<file path="src/rtl/denise_bus_pkg.sv">
`default_nettype none
// ============================================================================
// Module   : denise_bus_pkg
// Purpose  : Shared types and constants for the Denise register-bus driver.
// Revision : 1.0 - initial release
// ============================================================================
package denise_bus_pkg;

  localparam logic [8:1] RGA_IDLE = 8'hFF;

  typedef struct packed {
    logic       write;
    logic [8:1] addr;
    logic [15:0] wdata;
  } rga_req_t;

  typedef enum logic [1:0] {
    IDLE  = 2'd0,
    WSLOT = 2'd1,
    RSLOT = 2'd2
  } slot_state_t;

endpackage
`default_nettype wire

</file>
<file path="src/rtl/rga_req_fifo.sv">
`default_nettype none
// ============================================================================
// Module   : rga_req_fifo
// Purpose  : Two-entry request FIFO with a registered ready flag.
// Revision : 1.0 - initial release
// ============================================================================
module rga_req_fifo
  import denise_bus_pkg::*;
(
  input  logic     clk,
  input  logic     rst,
  input  logic     push,
  input  rga_req_t push_data,
  output logic     ready,
  input  logic     pop,
  output rga_req_t head,
  output logic     empty
);

  rga_req_t   mem [2];
  logic       wr_ptr;
  logic       rd_ptr;
  logic [1:0] count;
  logic [1:0] count_next;
  logic       do_push;
  logic       do_pop;

  assign do_push = push && ready;
  assign do_pop  = pop && (count != 2'd0);

  always_comb begin
    count_next = count;
    case ({do_push, do_pop})
      2'b10:   count_next = count + 2'd1;
      2'b01:   count_next = count - 2'd1;
      default: count_next = count;
    endcase
  end

  // ready looks at the post-update count, so a full FIFO popping this clk
  // still reports not-ready until the next clk.
  always_ff @(posedge clk) begin
    if (rst) begin
      count  <= 2'd0;
      wr_ptr <= 1'b0;
      rd_ptr <= 1'b0;
      ready  <= 1'b0;
    end else begin
      count <= count_next;
      ready <= (count_next != 2'd2);
      if (do_push) wr_ptr <= ~wr_ptr;
      if (do_pop)  rd_ptr <= ~rd_ptr;
    end
  end

  always_ff @(posedge clk) begin
    if (do_push) mem[wr_ptr] <= push_data;
  end

  assign head  = mem[rd_ptr];
  assign empty = (count == 2'd0);

endmodule
`default_nettype wire

</file>
<file path="src/rtl/rga_bus_driver.sv">
`default_nettype none
// ============================================================================
// Module   : rga_bus_driver
// Purpose  : Issues queued register accesses as CCK-aligned RGA bus slots.
//            Read slots exist only when RGA_DRV_READBACK_EN is defined.
// Revision : 1.0 - initial release
// ============================================================================
module rga_bus_driver
  import denise_bus_pkg::*;
(
  input  logic        clk,
  input  logic        rst,
  input  logic        cck,
  input  logic        cck_edge,
  input  logic        req_valid,
  output logic        req_ready,
  input  logic        req_write,
  input  logic [8:1]  req_addr,
  input  logic [15:0] req_wdata,
  output logic        rsp_valid,
  output logic [15:0] rsp_rdata,
  output logic [8:1]  rga,
  output logic [15:0] db_out,
  output logic        db_oen,
  input  logic [15:0] db_in,
  output logic        busy
);

  slot_state_t state;
  slot_state_t state_next;
  rga_req_t    head;
  rga_req_t    push_data;
  logic        fifo_empty;
  logic        rise;
  logic        fall;
  logic        pop;
  logic [8:1]  rga_next;
  logic [15:0] db_out_next;
  logic        db_oen_next;

  assign rise      = cck_edge && cck;
  assign fall      = cck_edge && !cck;
  assign pop       = rise && !fifo_empty;
  assign push_data = '{write: req_write, addr: req_addr, wdata: req_wdata};

  rga_req_fifo u_fifo (
    .clk       (clk),
    .rst       (rst),
    .push      (req_valid),
    .push_data (push_data),
    .ready     (req_ready),
    .pop       (pop),
    .head      (head),
    .empty     (fifo_empty)
  );

  always_ff @(posedge clk) begin
    if (rst) state <= IDLE;
    else     state <= state_next;
  end

  always_comb begin
    state_next = state;
    if (rise) begin
      if (fifo_empty)      state_next = IDLE;
      else if (head.write) state_next = WSLOT;
`ifdef RGA_DRV_READBACK_EN
      else                 state_next = RSLOT;
`else
      else                 state_next = IDLE;
`endif
    end
  end

  always_comb begin
    rga_next    = rga;
    db_out_next = db_out;
    db_oen_next = db_oen;
    if (rise) begin
      db_oen_next = 1'b0;
      case (state_next)
        WSLOT: begin
          rga_next    = head.addr;
          db_out_next = head.wdata;
        end
        RSLOT: begin
          rga_next    = head.addr;
          db_out_next = 16'h0000;
        end
        default: begin
          rga_next    = RGA_IDLE;
          db_out_next = 16'h0000;
        end
      endcase
    end else if (fall && state == WSLOT) begin
      db_oen_next = 1'b1;
    end
  end

  always_ff @(posedge clk) begin
    if (rst) begin
      rga    <= RGA_IDLE;
      db_out <= 16'h0000;
      db_oen <= 1'b0;
    end else begin
      rga    <= rga_next;
      db_out <= db_out_next;
      db_oen <= db_oen_next;
    end
  end

`ifdef RGA_DRV_READBACK_EN
  // The closing rising edge of a read slot is where the chip's data is valid.
  always_ff @(posedge clk) begin
    if (rst) begin
      rsp_valid <= 1'b0;
      rsp_rdata <= 16'h0000;
    end else begin
      rsp_valid <= rise && (state == RSLOT);
      if (rise && (state == RSLOT)) rsp_rdata <= db_in;
    end
  end
`else
  logic unused_db_in;
  assign unused_db_in = ^db_in;
  assign rsp_valid    = 1'b0;
  assign rsp_rdata    = 16'h0000;
`endif

  assign busy = !rst && (!fifo_empty || (state != IDLE));

endmodule
`default_nettype wire
</file>
<file path="config.mk">
export PLATFORM = sky130hd
export DESIGN_NAME = rga_bus_driver
export DESIGN_NICKNAME = d
export VERILOG_FILES = /design/src/rtl/denise_bus_pkg.sv /design/src/rtl/rga_req_fifo.sv /design/src/rtl/rga_bus_driver.sv
export SDC_FILE = /design/constraint.sdc
export NUM_CORES = 1
export LEC_CHECK = 0
export CORE_ASPECT_RATIO = 0.7
export CORE_MARGIN = 2
export CORE_UTILIZATION = 44
export CTS_BUF_LIST = sky130_fd_sc_hd__clkbuf_4 sky130_fd_sc_hd__clkbuf_8
export DETAILED_ROUTE_END_ITERATION = 10
export PLACE_DENSITY = 0.79
export SLEW_MARGIN = 15
export SYNTH_ARGS = -nofsm -noshare
export SYNTH_HDL_FRONTEND = slang
export SYNTH_SLANG_ARGS = --single-unit
</file>
<file path="constraint.sdc">
create_clock -name clk -period 1.7 [get_ports clk]
set_input_delay 0.17 -clock clk [delete_from_list [all_inputs] [get_ports clk]]
set_output_delay 0.17 -clock clk [all_outputs]
set_load 0.1 [all_outputs]
</file>
# Word-level counts from Yosys, hierarchy flattened
# Memory sizes are Yosys's and may differ from the RTL's. A register that Yosys moved wholly into a read port is not among the register bits.
# Cells that the tools add are included.
[op_classes]
addsub = 2
mul = 0
n_div = 0
order_cmp = 0
n_eq_ne = 6
shift = 0
n_mux = 10
n_bitwise = 2
n_reduce_logical = 16
[op_table]
columns = ["operator", "count"]
rows = [
  ["2-to-1 mux 16 bit", 1],
  ["2-to-1 mux 8 bit", 1],
  ["logical AND 1 bit", 7],
  ["== test 2 x 1 -> 1 bit, second input constant", 3],
  ["2-to-1 mux 1 bit", 6],
  ["== test 2 bit, second input constant", 2],
  ["case mux 2 bit (2 select lines)", 1],
  ["nonzero test 2 bit", 2],
  ["OR reduction 2 bit", 2],
  ["zero test 1 bit", 3],
  ["adder 2 x 1 -> 2 bit, second input constant", 1],
  ["zero test 2 bit", 1],
  ["2-to-1 mux 2 bit", 1],
  ["inequality test 2 bit, second input constant", 1],
  ["inverter 1 bit", 2],
  ["subtractor 2 x 1 -> 2 bit, second input constant", 1],
  ["logical OR 1 bit", 1],
]
[totals]
ff_bits = 32
latchBits = 0
ram_bits = 50
romBits = 0
inputBits = 46
output_inout_bits = 44
word_cells = 45
mem_count = 1
[mem_list]
columns = ["memory", "depth", "width", "rd", "rd_clocked_by_memory_dff", "write_ports", "line_no", "text"]
rows = [
  ["u_fifo.mem", 2, 25, 1, 1, 1, "rga_req_fifo.sv:20", "rga_req_t mem [2];"],
]

# Logic depth before layout (Yosys ltp)
# Gate-level depths: netlist of run 1.
[logic_depth]
depth_word = 7
ltp_mapped = 8

# Hierarchy
# A second synthesis of run 1 with hierarchy kept.
[unflattened]
cells_unflattened = 253
area_unflattened_um2 = 3562.2
[modules_own_cells]
columns = ["mod", "n_inst", "cells_each", "area_each_um2", "seq_area_each_um2"]
rows = [
  ["rga_req_fifo", 1, 105, 2054.5, 1621.6],
  ["rga_bus_driver", 1, 148, 1507.7, 540.5],
]

# Worst setup path after synthesis of run 1
# No wires, ideal clock.
[synth_timing]
path_type = "register to register"
from = "register u_fifo.ready"
to = "memory u_fifo.mem[0][0] (netlist bit) (enable)"
setup_time_ns = 0.407
t_arrival_ns = 2.305
setup_slack_ns = -1.012
path_stages_with_launch = 3
path_cell_list = "dfxtp_1 > nand2_1 > nor2_1"
[synth_via]
elab_chain_cells = 3
[synth_lines]
columns = ["element", "line_no", "text"]
rows = [
  ["start: declaration", "rga_req_fifo.sv:14", "output logic ready,"],
  ["start signal: assignment", "rga_req_fifo.sv:50", "ready <= (count_next != 2'd2);"],
  ["logical AND 1 bit", "rga_req_fifo.sv:28", "assign do_push = push && ready;"],
  ["2-to-1 mux 1 bit", "rga_req_fifo.sv:57", "if (do_push) mem[wr_ptr] <= push_data;"],
  ["2-to-1 mux 1 bit (not written as such)", "rga_req_fifo.sv:57", ""],
  ["end: declaration", "rga_req_fifo.sv:20", ""],
]
# No other way between the ends.

# Worst setup path in the final report of run 1
[layout_timing]
from = "register u_fifo.count[0]"
to = "register rga[1] (netlist bit)"
[layout_via]
elab_chain_cells = 6
elab_cells_between_ends = 7
classes_between = "eq/ne: 2; mux: 3; reduce/logical: 2"
[layout_lines]
columns = ["element", "line_no", "text"]
rows = [
  ["start: declaration", "rga_req_fifo.sv:23", "logic [1:0] count;"],
  ["start signal: assignment", "rga_req_fifo.sv:49", "count <= count_next;"],
  ["zero test 2 bit *", "rga_req_fifo.sv:61", "assign empty = (count == 2'd0);"],
  ["2-to-1 mux 1 bit *", "rga_bus_driver.sv:65", "if (fifo_empty) state_next = IDLE;"],
  ["2-to-1 mux 2 bit *", "rga_bus_driver.sv:64", "if (rise) begin"],
  ["net state_next[0]", "rga_bus_driver.sv:30", "slot_state_t state_next;"],
  ["== test 2 x 1 -> 1 bit / == test 2 bit (equally long branches)", "rga_bus_driver.sv:81", "case (state_next)"],
  ["OR reduction 2 bit (no source line) *", "--", ""],
  ["2-to-1 mux 8 bit *", "rga_bus_driver.sv:81", ""],
  ["end signal: assignment", "rga_bus_driver.sv:106", "rga <= rga_next;"],
  ["end: declaration", "rga_bus_driver.sv:22", "output logic [8:1] rga,"],
]
# The timed path passes the listed nets; every way through them passes the cells marked *.
# A chain may end at the register's enable or synchronous reset.

==> flow_metrics.py, run 1 <==
metrics = {
    "route": {
        "num_vias": 1794,
        "drc_errors": 0,
        "drt_iter0_markers": 42,
        "drt-vias-per-instance": 4.65,
        "antenna_left": 0,
        "wl_per_cell_um": 13.7,
        "drt-total-wl_mm": 5.29,
        "dr.pass1.iters": 6,
    },
    "critical_path": {
        "crit_required_ns": 1.93,
        "worstSetupEndpointType": "flop",
        "path_cells": "o211ai_2 > or2_2 > nand2_1 > ha_1 > nor3_4 > buf_6 > a2bb2oi_1",
        "worstPathMaxFanout": 8,
        "arrival_ns": 1.85,
        "criticalPathCategory": "reg -> reg",
        "start_kind": "flop",
        "max_stage_delay_ns": 0.36,
        "crit_path_top_delay_cell": "dfxtp_2",
    },
    "sta": {
        "rsz0062_at_grt": "false",
        "fin_hold_ws_ns": 0.399,
        "fmax_ghz": 0.615,
        "setup_slack_ns": 0.0732,
        "setup_viol": 0,
        "finalCriticalPeriod_ns": 1.63,
        "post-route-period-util_pct": 95.7,
        "slew_viol_final": 0,
        "finClkSkew_ns": 0.0102,
        "hold_viol": 0,
    },
    "synthesis": {
        "synthFlopType": "edfxtp_1",
        "synth.avg_cell_area_sq_um": 14.3,
        "synth-edff-count": 50,
        "ys_ff_latch": 83,
        "async_reset_ff_share_pct": 0,
        "synth-warning-count": 0,
        "netlist_area_sq_um": 3040,
        "ys_types": 28,
        "synthCells": 213,
        "yosysSeqAreaShare_pct": 71.2,
    },
    "layout": {
        "layout_commonest_cell": "edfxtp_1",
        "layout-drive-gt1-share_pct": 23.3,
        "multi_input_area_sq_um": 769,
        "seq_area_sq_um": 2170,
        "final_cell_mix": "50 x edfxtp_1, 38 x buf_4, 29 x dfxtp_1, 29 x clkdlybuf4s50_1, 25 x mux2i_1",
        "syn_to_final_growth_pct": 29.4,
        "fillers": 562,
        "antenna_cells": 0,
        "nets": 335,
    },
    "global_route": {
        "first_global_vias": 1742,
        "grt-ovfl-total": 0,
        "grt_antenna_before_repair": 0,
        "grt.total_usage_pct": 15.3,
        "grt_max_degree": 26,
        "grt_pass1_wl_mm": 8.50,
    },
    "placed_design": {
        "routabilityCongestion": 0.778,
        "dp_hpwl_mm": 3.48,
        "dp_slack_ns": -0.364,
        "io_buffers": 56,
    },
    "run": {
        "drv_cap": 0,
    },
    "die": {
        "rows": 25,
        "die_w_um": 103,
        "dieArea_sq_um": 7590,
        "pin_count": 90,
        "core-area_sq_um": 6730,
        "initial_core_util_pct": 45.1,
        "die_h_um": 73.5,
    },
    "cts": {
        "cts_tree": "built",
        "numCtsBuffers": 9,
        "cts-root-buf": "clkbuf_8",
        "clock_sinks": 83,
        "cts_buffer_depth": 2,
        "cts.clk_slew.worst_paths_ns": 0.08,
        "htree_levels": 3,
        "clk_latency_ns": 0.34,
    },
    "power_and_ir_drop": {
        "vdd_drop_max_mv": 0.555,
        "power_density_nw_per_um2": 1080,
        "leakagePower_nw": 1.43,
    },
    "min_path": {
        "holdCritPathClass": "in -> reg",
    },
    "status": {
        "status": "completed",
    },
}
[state kept, by name, summed over array words and instances (netlist names), named ones only]
register / flops
u_fifo.mem: 50
db_out: 16
rga: 8
state: 2
u_fifo.count: 2
db_oen: 1
u_fifo.rd_ptr: 1
u_fifo.ready: 1
u_fifo.wr_ptr: 1
[through the flow]
| stage | cells | instance area (sq um) | power, mW | setup TNS (ns) | utilization [%] |
|---|---|---|---|---|---|
| floorplan | 229 | 3120 | 2.76 | 0 | - |
| global placement | 369 | 3720 | 2.92 | -4.36 | 55.3 |
| detailed placement | 369 | 3720 | 2.94 | -6.17 | 55.3 |
| CTS | 385 | 3910 | 4.30 | 0 | 58.2 |
| global route | 386 | 3930 | 4.43 | 0 | 58.4 |
| finish | 386 | 3930 | 4.26 | 0 | 58.4 |
[power by group]
group	total (mW)	switching [mW]	internal, mW
clock	1.37	0.676	0.695
sequential	2.25	0.0310	2.22
combinational	0.636	0.426	0.210
[routing by layer]
metal	vias to the layer above	GRT usage, %	part of all wire, %
met5	-	0	0
met4	0	6.29	1.9
met3	9	6.18	6.0
met2	58	23.7	49
met1	851	19.3	44
li1	876	-	-
[worst max-delay path, delay by kind of cell (launching register included)]
family,cells,cell delay [ns]
compound gates,2,0.17
flops,1,0.36
buf+inv,1,0.15
fa+ha+maj,1,0.25
simple gates,3,0.58
[cell usage after synthesis, types with 2 or more instances]
library cell / n / area, sq um
ha_1: 2 / 25.0
buf_2: 2 / 10.0
nand2_1: 22 / 82.6
nor2_1: 10 / 37.5
inv_1: 2 / 7.51
buf_4: 20 / 150
edfxtp_1: 50 / 1500
a21oi_1: 3 / 15.0
dfxtp_1: 33 / 661
mux2i_1: 25 / 250
a2bb2oi_1: 8 / 70.1
xor2_1: 4 / 35.0
o21ai_0: 17 / 85.1
[cells by family (layout without fill, tap and decap cells)]
group / Yosys count / in the layout / synth area share (%)
AOI/OAI and AO/OA: 31 / 31 / 6.47
xor gates and xnor gates: 5 / 5 / 1.44
adders and majority gates: 2 / 2 / 0.824
buffers and inverters: 27 / 90 / 6.06
DFF: 83 / 83 / 71.2
muxes: 25 / 25 / 8.24
other: 1 / 17 / 0.124
and+or+nand+nor: 39 / 39 / 5.61
[cell type report]
class | instances | share of cell area, %
flip-flops and latches | 83 | 55.2
multi-input cells | 119 | 19.6
repair buffers | 72 | 17.0
clock buffers | 10 | 3.35
well taps | 94 | 2.99
clock inverters | 6 | 1.66
inverters | 2 | 0.191
[worst paths after layout]
path                              start                         end  slack [ns]  depth (start not counted)
min                        req_wdata[7]  u_fifo.mem[1][7]$_DFFE_PP_        0.40                          1
min reg2reg      db_out[9]$_SDFFE_PP0P_      db_out[9]$_SDFFE_PP0P_        0.46                          2
max reg2reg  u_fifo.count[0]$_SDFF_PP0_         rga[1]$_SDFFE_PP1P_        0.07                          7
max          u_fifo.count[0]$_SDFF_PP0_         rga[1]$_SDFFE_PP1P_        0.07                          7
[what timing repair did]
action	CTS	global route
setup endpoints to repair	8	12
pin swaps	1	1
hold buffers	0	0
buffers inserted	0	1
resized for setup	0	3
No activity file was read; power rests on OpenSTA's default activity.
==> inputs of run 2 (changes only) <==
--- a/config.mk
+++ b/config.mk
@@ -7,10 +7,9 @@
 export LEC_CHECK = 0
 export CORE_ASPECT_RATIO = 0.7
 export CORE_MARGIN = 2
-export CORE_UTILIZATION = 44
-export CTS_BUF_LIST = sky130_fd_sc_hd__clkbuf_4 sky130_fd_sc_hd__clkbuf_8
+export CORE_UTILIZATION = 45
 export DETAILED_ROUTE_END_ITERATION = 10
-export PLACE_DENSITY = 0.79
+export PLACE_DENSITY = 0.78
 export SLEW_MARGIN = 15
 export SYNTH_ARGS = -nofsm -noshare
 export SYNTH_HDL_FRONTEND = slang
==> constraint.sdc (replaced) <==
create_clock -name clk -period 1.9 [get_ports clk]
set_input_delay 0.19 -clock clk [delete_from_list [all_inputs] [get_ports clk]]
set_output_delay 0.19 -clock clk [all_outputs]
set_load 0.1 [all_outputs]
==> run 2 against run 1 <==
Against the previous run: clock skew grew 0.0014 ns; worst hold slack better by 0.014 ns; sequential power shrank 11%; final area is 1.8% lower; largest cell class unchanged; highest routed layer unchanged.
==> flow_metrics.py, run 2 (synthesized netlist as in run 1, its figures left out) <==
metrics = {
    "status": {
        "status": "completed",
    },
    "die": {
        "pin_count": 90,
        "initial_core_util_pct": 47.7,
        "core-area_sq_um": 6370,
        "dieArea_sq_um": 7430,
        "die_w_um": 102,
        "die_h_um": 72.7,
        "rows": 24,
    },
    "placed_design": {
        "routabilityCongestion": 0.807,
        "dp_slack_ns": -0.104,
        "dp_hpwl_mm": 3.37,
        "place_area_sq_um": 3670,
        "dp.cells": 364,
        "io_buffers": 56,
    },
    "cts": {
        "postCtsHoldBufs": 0,
        "cts_buffer_depth": 2,
        "cts-root-buf": "clkbuf_8",
        "cts_resized": 0,
        "htree_levels": 3,
        "clock_sinks": 83,
        "cts_tree": "built",
        "cts.clk_slew.worst_paths_ns": 0.09,
        "post_cts_buffers": 0,
        "numCtsBuffers": 9,
        "clk_latency_ns": 0.35,
    },
    "layout": {
        "biggestRegsByFlops": "u_fifo.mem: 50 flops, db_out: 16 flops, rga: 8 flops",
        "layout-drive-gt1-share_pct": 21.5,
        "fin_util_pct": 60.6,
        "regMostFlops": "u_fifo.mem",
        "final_cells": 380,
        "syn_to_final_growth_pct": 27.0,
        "multi_input_area_sq_um": 759,
        "final_cell_mix": "50 x edfxtp_1, 37 x buf_4, 31 x dfxtp_1, 29 x clkdlybuf4s50_1, 25 x mux2i_1",
        "nets": 332,
        "largest_reg_flops": 50,
        "fillers": 517,
        "layout_commonest_cell": "edfxtp_1",
        "antenna_cells": 0,
        "seq_area_sq_um": 2160,
        "final_area_sq_um": 3850,
    },
    "power_and_ir_drop": {
        "leakagePower_nw": 1.40,
        "vdd_drop_max_mv": 0.541,
        "power_density_nw_per_um2": 961,
        "finalPower_mw": 3.70,
    },
    "sta": {
        "fin_hold_ws_ns": 0.414,
        "fin_setup_tns_ns": 0,
        "finClkSkew_ns": 0.0116,
        "setup_viol": 0,
        "fmax_ghz": 0.580,
        "post-route-period-util_pct": 90.8,
        "slew_viol_final": 0,
        "rsz0062_at_grt": "false",
        "setup_slack_ns": 0.175,
        "finalCriticalPeriod_ns": 1.73,
        "hold_viol": 0,
    },
    "route": {
        "wl_per_cell_um": 13.4,
        "num_vias": 1776,
        "drt-vias-per-instance": 4.67,
        "dr.pass1.iters": 4,
        "drc_errors": 0,
        "drt_iter0_markers": 48,
        "drt-total-wl_mm": 5.07,
        "antenna_left": 0,
    },
    "global_route": {
        "grt_util_met3_pct": 5.56,
        "grt_use_met2_pct": 24.9,
        "grt_max_degree": 26,
        "grt_antenna_before_repair": 0,
        "met1_usage_pct": 18.4,
        "grt_pass1_wl_mm": 8.16,
        "first_global_vias": 1735,
        "grt.total_usage_pct": 15.0,
        "busiest_layer": "met2",
        "grt-ovfl-total": 0,
    },
    "run": {
        "drv_cap": 0,
    },
    "critical_path": {
        "start_kind": "flop",
        "worstSetupEndpointType": "flop",
        "crit_path_top_delay_cell": "dfxtp_1",
        "rr_worst_depth": 7,
        "arrival_ns": 1.96,
        "crit_required_ns": 2.14,
        "worstPathMaxFanout": 8,
        "criticalPathCategory": "reg -> reg",
        "path_cells": "o211ai_2 > or2_2 > nand2_1 > ha_1 > nor3_2 > buf_4 > a2bb2oi_1",
        "max_stage_delay_ns": 0.45,
    },
    "min_path": {
        "holdCritPathClass": "in -> reg",
        "hold_depth": 1,
    },
}
## run 2: changes by cell type in the layout (fill, tap and decap cells not counted), sizes merged
cell      change
inv           +3
clkinv        +1
buf           -3
clkbuf        -1
clkinvlp      -2
bufinv        -1
## run 2: layer usage
metal  up-vias  wire length (um)  share of wire, %
met5         -                 0                 0
met4         0                63               1.2
met3         8               292               5.8
met2        55              2450                48
met1       835              2270                45
li1        878                 -                 -
## run 2: worst paths after layout
kind / slack, ns / from / to
max: 0.17 / u_fifo.count[1]$_SDFF_PP0_ / rga[3]$_SDFFE_PP1P_
min: 0.41 / req_addr[8] / u_fifo.mem[0][23]$_DFFE_PP_
max reg2reg: 0.17 / u_fifo.count[1]$_SDFF_PP0_ / rga[3]$_SDFFE_PP1P_
min reg2reg: 0.46 / db_out[15]$_SDFFE_PP0P_ / db_out[15]$_SDFFE_PP0P_
## run 2: layout make-up
type,count,area share (%)
Clock buffer,9,3.21
Clock inverter,7,1.49
Inverter,2,0.195
Multi-Input combinational cell,119,19.7
Sequential cell,83,56.2
Tap cell,91,2.95
Timing Repair Buffer,69,16.3
## run 2: report_power, final
| group | total (mW) | switching (mW) | leakage [nW] | internal [mW] |
|---|---|---|---|---|
| Sequential | 2.01 | 0.0277 | 0.726 | 1.98 |
| Clock | 1.15 | 0.651 | 0.0902 | 0.495 |
| Combinational | 0.546 | 0.372 | 0.585 | 0.174 |
## run 2: worst max-delay path, delay by kind of cell (launching register included)
family          cells  cell delay (ns)
buf+inv             1             0.18
simple gates        3             0.56
flops               1             0.45
fa+ha+maj           1             0.23
compound gates      2             0.19
